$ cat config.mk
export PLATFORM = sky130hd
export DESIGN_NAME = div_remainder_ctrl
export DESIGN_NICKNAME = d
export VERILOG_FILES = /design/src/rtl/div_pkg.sv /design/src/rtl/div_sub_step.sv /design/src/rtl/div_remainder_ctrl.sv
export SDC_FILE = /design/constraint.sdc
export NUM_CORES = 1
export LEC_CHECK = 0
export ABC_CLOCK_PERIOD_IN_PS = 5700
export BUFFER_PORTS_ARGS = -buffer_cell sky130_fd_sc_hd__buf_2
export CAP_MARGIN = 10
export CORE_AREA = 2 2 116 162
export DETAILED_ROUTE_END_ITERATION = 10
export DIE_AREA = 0 0 118 164
export HOLD_SLACK_MARGIN = 0.12
export PLACE_DENSITY = 0.71
export SLEW_MARGIN = 30
export SYNTH_ARGS = -nofsm -noshare
export SYNTH_HDL_FRONTEND = slang
export SYNTH_SLANG_ARGS = --single-unit
$ cat constraint.sdc
create_clock -name clk -period 5.7 [get_ports clk]
set_clock_uncertainty 0.1 [all_clocks]
set_input_delay 0.285 -clock clk [delete_from_list [all_inputs] [get_ports clk]]
set_output_delay 0.285 -clock clk [all_outputs]
set_load 0.01 [all_outputs]
$ cat src/rtl/div_pkg.sv
`default_nettype none
// ============================================================================
// Module      : div_pkg
// Description : Shared types and constants for the sequential restoring
//               divider (div_remainder_ctrl) and its iteration step.
//               - state_t            : FSM state encoding
//               - DIV_WIDTH          : default operand width
//               - DIV_ZERO_QUOTIENT  : quotient reported on divide-by-zero
// Revision    : 1.0 - initial release
// ============================================================================
package div_pkg;

  localparam int DIV_WIDTH = 32;

  // Divide-by-zero reports an all-ones quotient (at the default width).
  localparam logic [DIV_WIDTH-1:0] DIV_ZERO_QUOTIENT = {DIV_WIDTH{1'b1}};

  // ST_FIX is only reachable when signed division is compiled in.
  typedef enum logic [1:0] {
    ST_IDLE = 2'd0,
    ST_ITER = 2'd1,
    ST_FIX  = 2'd2,
    ST_DONE = 2'd3
  } state_t;

endpackage : div_pkg
`default_nettype wire

$ cat src/rtl/div_sub_step.sv
`default_nettype none
// ============================================================================
// Module      : div_sub_step
// Description : One combinational restoring-division step.
//               Shifts the next dividend bit into the partial remainder,
//               trial-subtracts the divisor and keeps the difference only
//               when it is non-negative.
// Ports       : rem_hi     in  WIDTH  partial remainder before the shift
//               next_bit   in  1      dividend/quotient bit shifted in
//               divisor    in  WIDTH  divisor (magnitude)
//               rem_hi_out out WIDTH  partial remainder after the step
//               quo_bit    out 1      quotient bit produced by the step
// Revision    : 1.0 - initial release
// ============================================================================
module div_sub_step
  import div_pkg::*;
#(
  parameter int WIDTH = DIV_WIDTH
) (
  input  logic [WIDTH-1:0] rem_hi,
  input  logic             next_bit,
  input  logic [WIDTH-1:0] divisor,
  output logic [WIDTH-1:0] rem_hi_out,
  output logic             quo_bit
);

  // The bit shifted out of the top of rem_hi is kept: with divisors at or
  // above 2^(WIDTH-1) the shifted remainder can exceed WIDTH bits, and the
  // trial subtraction must see it or the compare would be wrong.
  logic [WIDTH:0]   shifted;
  logic [WIDTH+1:0] diff;

  assign shifted    = {rem_hi, next_bit};
  assign diff       = {1'b0, shifted} - {2'b00, divisor};
  assign quo_bit    = ~diff[WIDTH+1];
  // On success the result is below the divisor, so WIDTH bits suffice;
  // on failure (restore) the shifted value was below the divisor as well.
  assign rem_hi_out = quo_bit ? diff[WIDTH-1:0] : shifted[WIDTH-1:0];

endmodule : div_sub_step
`default_nettype wire

$ cat src/rtl/div_remainder_ctrl.sv
`default_nettype none
// ============================================================================
// Module      : div_remainder_ctrl
// Description : Sequential restoring divider, one quotient bit per clock.
//               A 2*WIDTH {remainder, quotient} register is shifted through
//               div_sub_step; results are held until the next division.
//               Build option: define SIGNED_DIV_EN for two's-complement
//               operands (adds a one-cycle sign FIX state).
// Ports       : clk          in  1      rising-edge clock
//               rst          in  1      asynchronous active-high reset
//               start        in  1      request, sampled only in IDLE
//               dividend     in  WIDTH  dividend, sampled on acceptance
//               divisor_val  in  WIDTH  Divisor register output
//               busy         out 1      division in progress (incl. DONE)
//               done         out 1      one-cycle result-valid pulse
//               div_zero     out 1      last divisor was zero
//               quotient     out WIDTH  last quotient (held)
//               remainder    out WIDTH  last remainder (held)
// Revision    : 1.0 - initial release
// ============================================================================
module div_remainder_ctrl
  import div_pkg::*;
#(
  parameter int WIDTH = DIV_WIDTH
) (
  input  logic             clk,
  input  logic             rst,
  input  logic             start,
  input  logic [WIDTH-1:0] dividend,
  input  logic [WIDTH-1:0] divisor_val,
  output logic             busy,
  output logic             done,
  output logic             div_zero,
  output logic [WIDTH-1:0] quotient,
  output logic [WIDTH-1:0] remainder
);

  localparam int CNT_W = $clog2(WIDTH) + 1;

  state_t               state_q, state_d;
  logic [2*WIDTH-1:0]   rem_q, rem_d;          // {rem_hi, quo}
  logic [WIDTH-1:0]     divisor_q, divisor_d;
  logic [CNT_W-1:0]     cnt_q, cnt_d;
  logic                 div_zero_q, div_zero_d;
  logic [WIDTH-1:0]     quotient_q, quotient_d;
  logic [WIDTH-1:0]     remainder_q, remainder_d;

  logic [WIDTH-1:0]     dividend_ld;
  logic [WIDTH-1:0]     divisor_ld;
  logic [WIDTH-1:0]     step_rem;
  logic                 step_bit;
  logic [2*WIDTH-1:0]   rem_next;

`ifdef SIGNED_DIV_EN
  logic                 neg_quo_q, neg_quo_d;
  logic                 neg_rem_q, neg_rem_d;

  // Iterate on magnitudes; the most-negative value maps onto itself, which
  // read as unsigned is exactly its magnitude.
  assign dividend_ld = dividend[WIDTH-1]    ? -dividend    : dividend;
  assign divisor_ld  = divisor_val[WIDTH-1] ? -divisor_val : divisor_val;
`else
  assign dividend_ld = dividend;
  assign divisor_ld  = divisor_val;
`endif

  div_sub_step #(
    .WIDTH (WIDTH)
  ) u_step (
    .rem_hi     (rem_q[2*WIDTH-1:WIDTH]),
    .next_bit   (rem_q[WIDTH-1]),
    .divisor    (divisor_q),
    .rem_hi_out (step_rem),
    .quo_bit    (step_bit)
  );

  // Shift the quotient half left, retiring its MSB into the step, and drop
  // the new quotient bit into the LSB.
  assign rem_next = {step_rem, rem_q[WIDTH-2:0], step_bit};

  always_ff @(posedge clk or posedge rst) begin
    if (rst) begin
      state_q     <= ST_IDLE;
      rem_q       <= '0;
      divisor_q   <= '0;
      cnt_q       <= '0;
      div_zero_q  <= 1'b0;
      quotient_q  <= '0;
      remainder_q <= '0;
`ifdef SIGNED_DIV_EN
      neg_quo_q   <= 1'b0;
      neg_rem_q   <= 1'b0;
`endif
    end else begin
      state_q     <= state_d;
      rem_q       <= rem_d;
      divisor_q   <= divisor_d;
      cnt_q       <= cnt_d;
      div_zero_q  <= div_zero_d;
      quotient_q  <= quotient_d;
      remainder_q <= remainder_d;
`ifdef SIGNED_DIV_EN
      neg_quo_q   <= neg_quo_d;
      neg_rem_q   <= neg_rem_d;
`endif
    end
  end

  always_comb begin
    state_d     = state_q;
    rem_d       = rem_q;
    divisor_d   = divisor_q;
    cnt_d       = cnt_q;
    div_zero_d  = div_zero_q;
    quotient_d  = quotient_q;
    remainder_d = remainder_q;
`ifdef SIGNED_DIV_EN
    neg_quo_d   = neg_quo_q;
    neg_rem_d   = neg_rem_q;
`endif

    case (state_q)
      ST_IDLE: begin
        if (start) begin
          divisor_d  = divisor_ld;
          rem_d      = {{WIDTH{1'b0}}, dividend_ld};
          cnt_d      = CNT_W'(WIDTH);
          div_zero_d = 1'b0;
`ifdef SIGNED_DIV_EN
          neg_quo_d  = dividend[WIDTH-1] ^ divisor_val[WIDTH-1];
          neg_rem_d  = dividend[WIDTH-1];
`endif
          if (divisor_val == '0) begin
            // Results are known immediately; skip straight to DONE.
            state_d     = ST_DONE;
            div_zero_d  = 1'b1;
            quotient_d  = {WIDTH{1'b1}};
            remainder_d = dividend;
          end else begin
            state_d = ST_ITER;
          end
        end
      end

      ST_ITER: begin
        rem_d = rem_next;
        cnt_d = cnt_q - CNT_W'(1);
        if (cnt_q == CNT_W'(1)) begin
`ifdef SIGNED_DIV_EN
          state_d = ST_FIX;
`else
          state_d     = ST_DONE;
          quotient_d  = rem_next[WIDTH-1:0];
          remainder_d = rem_next[2*WIDTH-1:WIDTH];
`endif
        end
      end

`ifdef SIGNED_DIV_EN
      ST_FIX: begin
        // Quotient sign follows the operand signs; remainder follows the
        // dividend (truncating division).
        quotient_d  = neg_quo_q ? -rem_q[WIDTH-1:0]       : rem_q[WIDTH-1:0];
        remainder_d = neg_rem_q ? -rem_q[2*WIDTH-1:WIDTH] : rem_q[2*WIDTH-1:WIDTH];
        state_d     = ST_DONE;
      end
`endif

      ST_DONE: begin
        // start is deliberately not sampled here.
        state_d = ST_IDLE;
      end

      default: begin
        state_d = ST_IDLE;
      end
    endcase
  end

  assign busy      = (state_q != ST_IDLE);
  assign done      = (state_q == ST_DONE);
  assign div_zero  = div_zero_q;
  assign quotient  = quotient_q;
  assign remainder = remainder_q;

endmodule : div_remainder_ctrl
`default_nettype wire
==> results of run 1 <==
metrics by stage:
step	instances	setup WS, ps	area (um^2)
4_1_cts	1410	2270	10800
3_3_place_gp	1313	2390	9590
3_5_place_dp	1314	2310	9610
2_1_floorplan	992	740	8800
6_report	1410	2290	10800
5_1_grt	1410	2080	10800
critical path, delay by kind of cell, from the launching register on:
family,cells,cell delay (ps)
AO/OA/AOI/OAI,7,1880
adder cells (fa/ha/maj),1,230
buffers and inverters,2,400
flip-flops,1,410
AND/OR/NAND/NOR,2,320
kinds of logic after synthesis:
logic type,count (synthesis),share of synthesized area
and+or+nand+nor,371,0.175
buffers and inverters,107,0.0518
xor gates and xnor gates,27,0.0269
adders and majority gates,35,0.0506
muxes,1,0.00114
DFF,169,0.481
AOI/OAI and AO/OA,282,0.214
worst min path at each step:
stage / endpoint / cells after the start / start / slack [ps]
floorplan: divisor_q[0] / 2 / divisor_val[0] / 290
global route: cnt_q[5] / 3 / start / 340
global placement: divisor_q[0] / 2 / divisor_q[0] / 370
finish: cnt_q[5] / 3 / start / 300
CTS: cnt_q[5] / 3 / start / 280
detailed placement: divisor_q[0] / 2 / divisor_q[0] / 390
registers in the layout (all words and copies together) (netlist names):
name,count
cnt_q,6
div_zero,1
divisor_q,32
quotient,32
rem_q,64
remainder,32
state_q,2
cell usage in the layout (no fill, tap or decap), drive strengths merged, types with 5 or more instances in the layout:
| master | Yosys | layout |
|---|---|---|
| nor2 | 145 | 145 |
| o21ai | 52 | 52 |
| buf | 20 | 142 |
| nand4 | 10 | 10 |
| nand3 | 10 | 10 |
| ha | 34 | 34 |
| a31oi | 71 | 71 |
| nor4 | 10 | 10 |
| xor2 | 14 | 14 |
| a22oi | 27 | 27 |
| xnor2 | 13 | 13 |
| a21oi | 86 | 86 |
| a21o | 13 | 13 |
| clkbuf | 40 | 17 |
| clkinv | 0 | 5 |
| dlygate4sd3 | 0 | 65 |
| inv | 47 | 56 |
| nand2 | 173 | 173 |
| dfrtp | 169 | 169 |
area by class of cell:
cell class,count,area (um^2)
inverters,47,184
fillers,1563,7080
clock inverters,14,150
repair buffers,207,1420
multi-input cells,716,4140
well taps,240,300
flip-flops and latches,169,4230
clock buffers,17,425
metal layers:
| metal | track usage | up-vias | routed length, um |
|---|---|---|---|
| li1 | - | 3778 | - |
| met1 | 0.320 | 3628 | 9940 |
| met2 | 0.373 | 195 | 10300 |
| met3 | 0.0337 | 43 | 866 |
| met4 | 0.0947 | 0 | 694 |
| met5 | 0 | - | 0 |
power groups by stage:
stage | Clock, W | Combinational [W] | Sequential (W)
4_1_cts | 0.00115 | 0.00445 | 0.00219
3_5_place_dp | 0 | 0.00440 | 0.00221
2_1_floorplan | 0 | 0.00331 | 0.00222
3_3_place_gp | 0 | 0.00432 | 0.00220
5_1_grt | 0.00120 | 0.00497 | 0.00226
6_report | 0.00113 | 0.00445 | 0.00219
what timing repair did:
| action | in CTS | in global routing |
|---|---|---|
| endpoints found under the hold margin | 202 | 0 |
| buffers inserted | 0 | 0 |
| hold buffers | 65 | 0 |
==> results.md, run 1 <==
Status
- status: finished, final reports clean

Power and ir drop
- clock network fraction of design power: 0.145
- switching part of the total: 0.461
- net switching power of the design: 0.00358 W
- design internal power: 0.00418 W
- share of power burned in registers: 0.282
- Peak supply drop: 0.331 mV
- PwrDens: 716 nW/um^2
- reported leakage power: 4.97 nW
- Overall Power: 0.00777 W
- Logic pwr share: 0.573

STA
- max-slew headroom at the worst pin: 0.389
- Highest Clock Rate: 293 MHz
- Worst Hold Slack: 298 ps
- final hold violations: 0
- Final Max Tran Viols: 0
- Worst Max-Slew Pin Slew: 916 ps
- final total negative setup slack: 0 ps
- clock period minus worst slack: 3410 ps
- unrepaired setup endpoints after global routing: no
- count of endpoints failing setup in the final report: 0
- post-route fraction of the period consumed by the critical path: 0.598

Floorplanning
- overall die height: 164 um
- number of top-level pins: 134
- x dimension of the die: 118 um
- core area: 17,900 um^2
- starting density of the core: 0.491
- Rows: 58
- Die Footprint: 19,400 um^2

Synthesis
- post-synthesis net count: 1,094
- most frequent cells after synthesis: 173 x sky130_fd_sc_hd__nand2_1, 169 x sky130_fd_sc_hd__dfrtp_1, 145 x sky130_fd_sc_hd__nor2_1, 85 x sky130_fd_sc_hd__a21oi_1, 68 x sky130_fd_sc_hd__a31oi_1
- cell type with the highest aggregate area in the netlist: sky130_fd_sc_hd__dfrtp_1
- synth warn: 0
- Post-synth EDFFs: 0
- portion of the post-synthesis area used by sequential elements: 0.481
- share of flip-flops with an asynchronous set or reset: 1.00
- gate count of the mapped netlist: 992
- Synth top area share: 0.481
- count leader, synth: sky130_fd_sc_hd__nand2_1
- register bit total from synthesis: 169
- number of different library cells in the post-synthesis netlist: 64
- summed instance area of the synthesized netlist: 8800 um^2
- synthesized area per cell: 8.87 um^2
- main area contributors after synthesis: sky130_fd_sc_hd__dfrtp_1 48%, sky130_fd_sc_hd__nand2_1 7.4%, sky130_fd_sc_hd__nor2_1 6.2%
- Post-synth top flop: sky130_fd_sc_hd__dfrtp_1

Route
- aggregate routed wire length: 21,800 um
- post-route ant nets: 0
- number of iterations in the first detailed-routing pass: 5
- final routed wire length divided by cell count: 15.5 um
- routed via count divided by cell count: 5.42
- drt first-iter violations: 656
- detailed-route via count: 7,644
- DR DRC count: 0

Clocking
- later-pin clock latency in the skew report: 430 ps
- total clock buffers created by CTS: 17
- root buffer selected by CTS: sky130_fd_sc_hd__clkbuf_16
- worst-case clock buffer depth: 2
- post-cts resize count: 0
- clock-pin transition on the worst setup and hold timing paths: 70 ps
- TritonCTS clock tree: done
- Clock Sinks: 169
- H-tree depth: 4

GRT
- grt ovf: 0
- antenna violations before repair: 0
- All-Layer GR Usage: 0.233
- first-pass GRT wire length: 36,400 um
- via count of the first global-routing pass: 7,327
- pin count of the biggest net entering global routing: 109

Worst hold path
- Tightest Hold Check Type: primary input to flop

Critical path
- cells traversed along the worst timing path: inv_1 > ha_1 > nor2b_1 > o2111a_1 > o21ai_1 > o2111ai_1 > nand3b_1 > a21o_1 > a21oi_4 > buf_4 > a32oi_2 > a31oi_1
- startpoint-to-endpoint class of the critical path: flop to flop
- end point of the critical path: remainder[24]
- r2r setup slk: 2290 ps
- endpoint of the most critical register-to-register path: remainder[24]
- worst reg2reg startpoint: rem_q[31]
- source of the critical timing path: rem_q[31]
- Worst Setup Start Kind: flop
- Worst EP arrival: 3660 ps
- nature of the critical path endpoint: flop
- worst reg2reg path depth: 12
- cell with the biggest individual delay on the critical path: sky130_fd_sc_hd__a21oi_4
- CP max stage delay: 580 ps
- critical path required time: 5950 ps
- worst-path fanout max: 21

Placed design
- half-perimeter wire length after placement: 15,600 um
- GPL Wtd Cong: 0.893
- port bufs: 133

Layout
- final core occ: 0.605
- # nets final: 1,260
- final antenna diode count: 0
- fraction of layout cells with a size suffix above 1: 0.179
- P&R area growth vs syn: 23.2%

Job
- total of max-cap violations: 0

Power figures use the tool's default switching activity.
==> run 2: changes to the inputs <==
--- a/config.mk
+++ b/config.mk
@@ -5,7 +5,7 @@
 export SDC_FILE = /design/constraint.sdc
 export NUM_CORES = 1
 export LEC_CHECK = 0
-export ABC_CLOCK_PERIOD_IN_PS = 5700
+export ABC_CLOCK_PERIOD_IN_PS = 3550
 export BUFFER_PORTS_ARGS = -buffer_cell sky130_fd_sc_hd__buf_2
 export CAP_MARGIN = 10
 export CORE_AREA = 2 2 116 162
==> constraint.sdc (replaced) <==
create_clock -name clk -period 3.55 [get_ports clk]
set_clock_uncertainty 0.1 [all_clocks]
set_input_delay 0.1775 -clock clk [delete_from_list [all_inputs] [get_ports clk]]
set_output_delay 0.1775 -clock clk [all_outputs]
set_load 0.01 [all_outputs]
==> results.md, run 2 (synthesis results as in run 1) <==
Status
- status: finished, final reports clean

Placed design
- port bufs: 133
- half-perimeter wire length after placement: 15,800 um
- cell area after placement: 9670 um^2
- GPL Wtd Cong: 0.925

Route
- routed via count divided by cell count: 5.47
- DR DRC count: 0
- final routed wire length divided by cell count: 15.9 um
- drt first-iter violations: 646
- detailed-route via count: 7,756
- post-route ant nets: 0
- number of iterations in the first detailed-routing pass: 5
- aggregate routed wire length: 22,500 um

Floorplanning
- core area: 17,900 um^2
- starting density of the core: 0.491
- overall die height: 164 um
- Die Footprint: 19,400 um^2
- number of top-level pins: 134
- Rows: 58
- x dimension of the die: 118 um

Clocking
- root buffer selected by CTS: sky130_fd_sc_hd__clkbuf_16
- clock-pin transition on the worst setup and hold timing paths: 70 ps
- count of hold-fix buffers inserted at cts: 66
- post-cts resize count: 0
- total clock buffers created by CTS: 17
- number of buffers added for setup after CTS: 0
- Clock Sinks: 169
- TritonCTS clock tree: done
- H-tree depth: 4
- later-pin clock latency in the skew report: 430 ps
- worst-case clock buffer depth: 2

STA
- count of endpoints failing setup in the final report: 0
- final total negative setup slack: 0 ps
- unrepaired setup endpoints after global routing: no
- final hold violations: 0
- Highest Clock Rate: 319 MHz
- clock period minus worst slack: 3130 ps
- Final Max Tran Viols: 0
- post-route fraction of the period consumed by the critical path: 0.882
- Worst Max-Slew Pin Slew: 676 ps
- max-slew headroom at the worst pin: 0.549

Critical path
- source of the critical timing path: rem_q[31]
- worst reg2reg path depth: 12
- end point of the critical path: remainder[24]
- worst reg2reg startpoint: rem_q[31]
- critical path required time: 3720 ps
- Worst Setup Start Kind: flop
- Worst EP arrival: 3300 ps
- r2r setup slk: 420 ps
- nature of the critical path endpoint: flop
- endpoint of the most critical register-to-register path: remainder[24]
- worst-path fanout max: 3
- startpoint-to-endpoint class of the critical path: flop to flop

Power and ir drop
- Peak supply drop: 0.440 mV
- PwrDens: 1160 nW/um^2
- reported leakage power: 5.00 nW

Layout
- fraction of layout cells with a size suffix above 1: 0.184
- max reg flops: 64
- # nets final: 1,266
- most frequent cells in the layout: 173 x sky130_fd_sc_hd__nand2_1, 169 x sky130_fd_sc_hd__dfrtp_1, 144 x sky130_fd_sc_hd__nor2_1
- Biggest register: rem_q
- fin area: 10,900 um^2
- most common library cell in the layout ignoring fill and taps: sky130_fd_sc_hd__nand2_1
- final antenna diode count: 0
- P&R area growth vs syn: 24.1%

GRT
- first-pass GRT wire length: 36,500 um
- grt ovf: 0
- All-Layer GR Usage: 0.235
- antenna violations before repair: 0
- via count of the first global-routing pass: 7,323
- pin count of the biggest net entering global routing: 71

Worst hold path
- Tightest Hold Check Type: primary input to async pin

Job
- total of max-cap violations: 0

==> run 2: per-stage QoR <==
| step | utilization | power (W) | instances | hold WS (ps) | setup WS [ps] |
|---|---|---|---|---|---|
| finish | 0.609 | 0.0126 | 1417 | 239 | 419 |
| global placement | 0.538 | 0.0105 | 1318 | 299 | 502 |
| detailed placement | 0.539 | 0.0107 | 1319 | 155 | 479 |
| global route | 0.609 | 0.0137 | 1417 | 279 | 227 |
| floorplan | - | 0.00888 | 992 | 183 | 848 |
| CTS | 0.609 | 0.0126 | 1417 | 252 | 448 |
==> run 2: how the worst min path moves through the flow <==
stage | end | slack, ps | depth (start not counted)
after floorplan | divisor_q[0] | 180 | 2
after global placement | divisor_q[5] | 300 | 3
after detailed placement | quotient[3] | 150 | 2
after CTS | quotient[4] | 250 | 3
after global routing | quotient[4] | 280 | 3
final | quotient[4] | 240 | 3
==> run 2: worst max-delay path, cell delays in order, from the launching register on <==
cell	delay [ps]
sky130_fd_sc_hd__dfrtp_1	420
sky130_fd_sc_hd__inv_1	70
sky130_fd_sc_hd__ha_1	190
sky130_fd_sc_hd__fa_1	290
sky130_fd_sc_hd__nor2b_4	60
sky130_fd_sc_hd__o31a_1	280
sky130_fd_sc_hd__o21ai_2	290
sky130_fd_sc_hd__a2111oi_4	140
sky130_fd_sc_hd__o31a_1	260
sky130_fd_sc_hd__o21a_1	180
sky130_fd_sc_hd__or3_1	320
sky130_fd_sc_hd__a32oi_2	270
sky130_fd_sc_hd__a31oi_1	120
==> run 2: layout make-up <==
cell class / instances / area [um^2]
Clock buffer: 18 / 439
Clock inverter: 14 / 146
Fill cell: 1574 / 7010
Inverter: 47 / 180
Multi-Input combinational cell: 716 / 4140
Sequential cell: 169 / 4230
Tap cell: 240 / 300
Timing Repair Buffer: 213 / 1480
==> run 2: where the power goes <==
group	total [W]	internal, W	switching [W]
logic	0.00726	0.00292	0.00434
clock network	0.00182	0.000958	0.000863
registers	0.00353	0.00291	0.000625
==> run 2: metal layers <==
metal,vias up,part of all wire,global-route usage
met5,-,0,0
met3,39,0.042,0.0365
met4,0,0.025,0.0915
met2,220,0.48,0.386
li1,3789,-,-
met1,3708,0.45,0.314
